### src/rtl/mem_arb_pkg.sv
// Shared types and constants for the SRAM port arbiter between instruction fetch and the LSU.
package mem_arb_pkg;

  localparam int unsigned StarveCntWidth = 4;

  typedef enum logic [1:0] {
    OWN_NONE = 2'd0,
    OWN_IF   = 2'd1,
    OWN_LSU  = 2'd2
  } owner_e;

endpackage : mem_arb_pkg

### src/rtl/mem_arb_starve_cnt.sv
// Saturating count of consecutive cycles in which fetch was denied; at_limit forces a fetch grant.
module mem_arb_starve_cnt
  import mem_arb_pkg::*;
#(
  parameter int unsigned StarveLimit = 4
) (
  input  logic clk,
  input  logic rst,
  input  logic inc,
  input  logic clr,
  output logic at_limit
);

  localparam logic [StarveCntWidth-1:0] Limit = StarveCntWidth'(StarveLimit);

  logic [StarveCntWidth-1:0] cnt;

  // NOTE: sequential state uses non-blocking assignments so every flop samples pre-edge values.
  always_ff @(posedge clk or negedge rst) begin
    if (!rst) begin
      cnt <= '0;
    end else if (clr) begin
      cnt <= '0;
    end else if (inc && (cnt != Limit)) begin
      cnt <= cnt + 1'b1;
    end
  end

  assign at_limit = (cnt == Limit);

endmodule : mem_arb_starve_cnt

### src/rtl/mem_port_arbiter.sv
// Single-port SRAM arbiter: LSU has fixed priority, a starvation counter guarantees fetch progress,
// and read data is returned one cycle after the grant with a per-port valid strobe.
module mem_port_arbiter
  import mem_arb_pkg::*;
#(
  parameter int unsigned DataWidth   = 32,
  parameter int unsigned Address     = 8,
  parameter int unsigned StarveLimit = 4
) (
  input  logic                 clk,
  input  logic                 rst,

  input  logic                 if_req,
  input  logic [Address-1:0]   if_addr,
  output logic                 if_gnt,
  output logic                 if_rvalid,
  output logic [DataWidth-1:0] if_rdata,

  input  logic                 lsu_req,
  input  logic                 lsu_we,
  input  logic [3:0]           lsu_wmask,
  input  logic [Address-1:0]   lsu_addr,
  input  logic [DataWidth-1:0] lsu_wdata,
  output logic                 lsu_gnt,
  output logic                 lsu_rvalid,
  output logic [DataWidth-1:0] lsu_rdata,

  output logic                 mem_en,
  output logic                 mem_we,
  output logic [3:0]           mem_wmask,
  output logic [Address-1:0]   mem_addr,
  output logic [DataWidth-1:0] mem_wdata,
  input  logic [DataWidth-1:0] mem_rdata
);

  logic   at_limit;
  logic   force_if;
  owner_e owner;
  owner_e owner_next;

  mem_arb_starve_cnt #(
    .StarveLimit (StarveLimit)
  ) u_starve_cnt (
    .clk      (clk),
    .rst      (rst),
    .inc      (if_req & ~if_gnt),
    .clr      (if_gnt | ~if_req),
    .at_limit (at_limit)
  );

  assign force_if = at_limit & if_req;
  assign lsu_gnt  = lsu_req & ~force_if;
  assign if_gnt   = if_req & (~lsu_req | force_if);

  // NOTE: every variable gets a default first so no path through the block infers a latch.
  always_comb begin
    mem_en    = 1'b0;
    mem_we    = 1'b0;
    mem_wmask = '0;
    mem_addr  = '0;
    mem_wdata = '0;
    if (lsu_gnt) begin
      mem_en    = 1'b1;
      mem_we    = lsu_we;
      mem_wmask = lsu_we ? lsu_wmask : 4'b0000;
      mem_addr  = lsu_addr;
      mem_wdata = lsu_we ? lsu_wdata : '0;
    end else if (if_gnt) begin
      mem_en    = 1'b1;
      mem_addr  = if_addr;
    end
  end

  // Stores produce no response, so only a load grant claims the return slot for the LSU.
  always_comb begin
    owner_next = OWN_NONE;
    if (if_gnt) begin
      owner_next = OWN_IF;
    end else if (lsu_gnt && !lsu_we) begin
      owner_next = OWN_LSU;
    end
  end

  // NOTE: owner is reset so an in-flight response is dropped; the data path needs no reset.
  always_ff @(posedge clk or negedge rst) begin
    if (!rst) begin
      owner <= OWN_NONE;
    end else begin
      owner <= owner_next;
    end
  end

  assign if_rvalid  = (owner == OWN_IF);
  assign lsu_rvalid = (owner == OWN_LSU);
  assign if_rdata   = mem_rdata;
  assign lsu_rdata  = mem_rdata;

endmodule : mem_port_arbiter

### config.mk
export PLATFORM = sky130hd
export DESIGN_NAME = mem_port_arbiter
export DESIGN_NICKNAME = d
export VERILOG_FILES = /design/src/rtl/mem_arb_pkg.sv /design/src/rtl/mem_arb_starve_cnt.sv /design/src/rtl/mem_port_arbiter.sv
export SDC_FILE = /design/constraint.sdc
export NUM_CORES = 1
export LEC_CHECK = 0
export ABC_AREA = 1
export CAP_MARGIN = 25
export CORE_AREA = 2 2 78 80
export DETAILED_ROUTE_END_ITERATION = 10
export DIE_AREA = 0 0 80 82
export PLACE_DENSITY = 0.91
export SLEW_MARGIN = 20
export SYNTH_ARGS = -nofsm -noshare
export SYNTH_HDL_FRONTEND = slang
export SYNTH_SLANG_ARGS = --single-unit
### constraint.sdc
create_clock -name clk -period 2.7 [get_ports clk]
set_input_delay 0.81 -clock clk [delete_from_list [all_inputs] [get_ports clk]]
set_output_delay 0.81 -clock clk [all_outputs]
set_load 0.02 [all_outputs]
==> summary.md <==
| Metric | Value |
|---|---|
| Routed vias | 1329 |
| Initial antenna violation count | 0 |
| Synth cell types | 20 |
| DP Wirelength | 3006 um |
| Tot Pwr | 0.0005072 W |
| Clk_skew | 1.090 ps |
| Worst path required time | 1890 ps |
| Psw | 0.0001641 W |
| # hold bufs at CTS | 0 |
| Cell Rows | 28 |
| Max_cap viols | 0 |
| Max layer used | met4 |
| Sequential cell area fraction in the yosys report | 11.63% |
| Synth warnings | 0 |
| Final setup margin | 45.62 ps |
| Min cycle time layout | 2654 ps |
| CP cell instances | clkdlybuf4s15_1, inv_4, nor2_4, nand2_4, nand2_8, bufbuf_16, nor2_2, buf_6 |
| Lkg Pwr | 0.9856 nW |
| Vias per cell | 4.027 |
| Critical Setup Path Class | primary input to output pin |
| Core Region | 0.005746 sq mm |
| Share of cells above drive strength 1 | 32.16% |
| Synthesized netlist cell count | 206 |
| Crit Path Max Fanout | 9 |
| Final setup TNS | 0 ps |
| Gr ovfl total | 0 |
| CTS buffer count | 3 |
| Area share of the largest cell type after synthesis | 37.79% |
| Nets | 348 |
| Yosys reg bits | 6 |
| Pre-CTS setup slack | -681.4 ps |
| Largest net degree at the start of global routing | 21 |
| Synth Area per Inst | 6.268 sq um |
| Root buf cell | clkbuf_8 |
| Setup-failing EPs final | 0 |
| Endpoint class of the critical path | output pin |
| Area contributors post-synth | buf_4 38%, nand2_1 13%, dfrtp_1 12% |
| Combinational Power Share | 55.6% |
| Vias in the first global route | 1190 |
| Mapped Nets | 297 |
| CTS max path bufs | 2 |
| Port Buffers | 106 |
| CP Launch Type | primary input |
| Initial Utilization | 22.47% |
| Antenna Violating Nets Remaining | 0 |
| Crit path max-delay cell type | bufbuf_16 |
| Fin crit share | 98.31% |
| Internal power | 0.0003431 W |
| Relative slew slack | 82.81% |
| Fillcell total | 634 |
| Met3 WL | 447 um |
| CTS Sinks | 6 |
| Skew-Pair Late Insertion Delay | 220 ps |
| Peak VDD IR | 0.1503 mV |
| TritonRoute pass-1 iters | 4 |
| Switch share | 32.35% |
| Cell Pwr Density | 255.0 mW/mm^2 |
| Routed length per placed instance | 11.94 um |
| Met2 wire length | 1945 um |
| Max Freq | 376.7 MHz |
| Die W | 80 um |
| Data arrival time of the critical path | 1840 ps |
| Diodes inserted | 0 |
| Final Util | 34.63% |
| Dpl cells | 322 |
| Tot GR Track Use | 10.81% |
| Ports | 203 |
| Worst Max-Slew Pin Slew | 257.0 ps |
| Routed WL | 3941 um |
| Fin cells | 330 |
| Largest area contributor in the netlist | buf_4 |
| CTS tree | built |
| Unrepaired setup endpoints after global routing | false |
| Reg clk slew, reported paths | 30 ps |
| Flop pwr share | 18.8% |
| Final Wtd Congestion | 0.8027 |
| Mapped cell area | 0.001291 sq mm |
| HP Class | flop to flop |
| Final hold vios | 0 |
| CTS HTree Levels | 1 |
| Final Max Tran Viols | 0 |
| Wl on met1 | 1389 um |
| Area delta synth->final | 54.07% |
| Chip height | 82 um |
| Die area | 0.006560 sq mm |
| DRT iter0 DRCs | 40 |
| First-pass GRT wire length | 5678 um |
| Status | finished, final reports clean |
| DRC | 0 |
| Clock power frac | 25.6% |
| Slowest cell delay on critical path | 290 ps |
==> logic make-up (layout without fill, tap and decap cells) <==
kind of cell | Yosys count | count (layout) | share of synthesized area, %
xor+xnor | 2 | 2 | 1.357
fa+ha+maj | 2 | 2 | 1.938
buf+inv | 84 | 133 | 47.09
flops | 6 | 6 | 11.63
simple gates | 112 | 112 | 37.99
==> worst paths after layout <==
kind | startpoint | endpoint | slack, ps | cells after the start
worst max-delay path | if_req | mem_wdata[25] | 50 | 8
worst min register to register | u_starve_cnt.cnt[0]$_DFFE_PN0P_ | u_starve_cnt.cnt[0]$_DFFE_PN0P_ | 550 | 2
worst max register to register | u_starve_cnt.cnt[0]$_DFFE_PN0P_ | owner[1]$_DFF_PN0_ | 1340 | 8
max in group asynchronous | rst | u_starve_cnt.cnt[2]$_DFFE_PN0P_ | 1670 | 1
worst min-delay path | u_starve_cnt.cnt[0]$_DFFE_PN0P_ | u_starve_cnt.cnt[0]$_DFFE_PN0P_ | 550 | 2
min in group asynchronous | rst | owner[1]$_DFF_PN0_ | 830 | 1
==> Yosys cell counts, drive strengths merged <==
library cell,n
buf,73
clkbuf,2
dfrtp,6
ha,2
inv,9
nand2,48
nand3,18
nor2,46
xnor2,1
xor2,1
==> what timing repair did <==
| action | 4_1_cts | 5_1_grt |
|---|---|---|
| resized for setup | 178 | 26 |
| setup buffers | 3 | 0 |
| cloned | 2 | 0 |
| setup endpoints to repair | 48 | 39 |
==> per-stage QoR <==
stage               cell area (sq um)  hold slack (ps)
floorplan                        1291            454.2
global placement                 1974            518.8
detailed placement               1974            539.4
CTS                              2034            545.0
global route                     1989            578.6
finish                           1989            550.7
==> layer usage <==
| layer | vias to the layer above | GRT usage [%] |
|---|---|---|
| li1 | 655 | - |
| met1 | 576 | 11.58 |
| met2 | 73 | 18.75 |
| met3 | 25 | 2.857 |
| met4 | 0 | 7.119 |
| met5 | - | 0 |
==> worst max-delay path: cells and delay by family <==
kind	cells	cell delay, ps
simple gates	4	310
buf+inv	4	720
==> state kept, by name, summed over array words and instances (netlist names) <==
signal	cells
u_starve_cnt.cnt	4
owner	2
==> power groups by stage <==
stage               logic, W  clock network [W]  registers (W)
floorplan           0.000259                  0      0.0000962
global placement    0.000283                  0      0.0000960
detailed placement  0.000286                  0      0.0000963
CTS                 0.000286           0.000133      0.0000952
global route        0.000305           0.000138      0.0000954
finish              0.000282           0.000130      0.0000952
==> placed cells by master (no fill, tap or decap), drive strengths merged <==
cell type,instances
xor2,1
xnor2,1
dlygate4sd2,2
clkdlybuf4s15,11
dfrtp,6
buf,50
clkdlybuf4s50,55
nand3,18
ha,2
nor2,46
inv,9
bufbuf,2
nand2,48
clkbuf,4
==> final cells by class <==
type                    instances  area (sq um)  area share, %
repair buffers                121          1119          56.23
multi-input cells             116         549.3          27.61
flip-flops and latches          6         150.1          7.547
well taps                      75         93.84          4.717
clock buffers                   3         41.29          2.075
inverters                       9         36.28          1.824
Power figures use the tool's default switching activity.
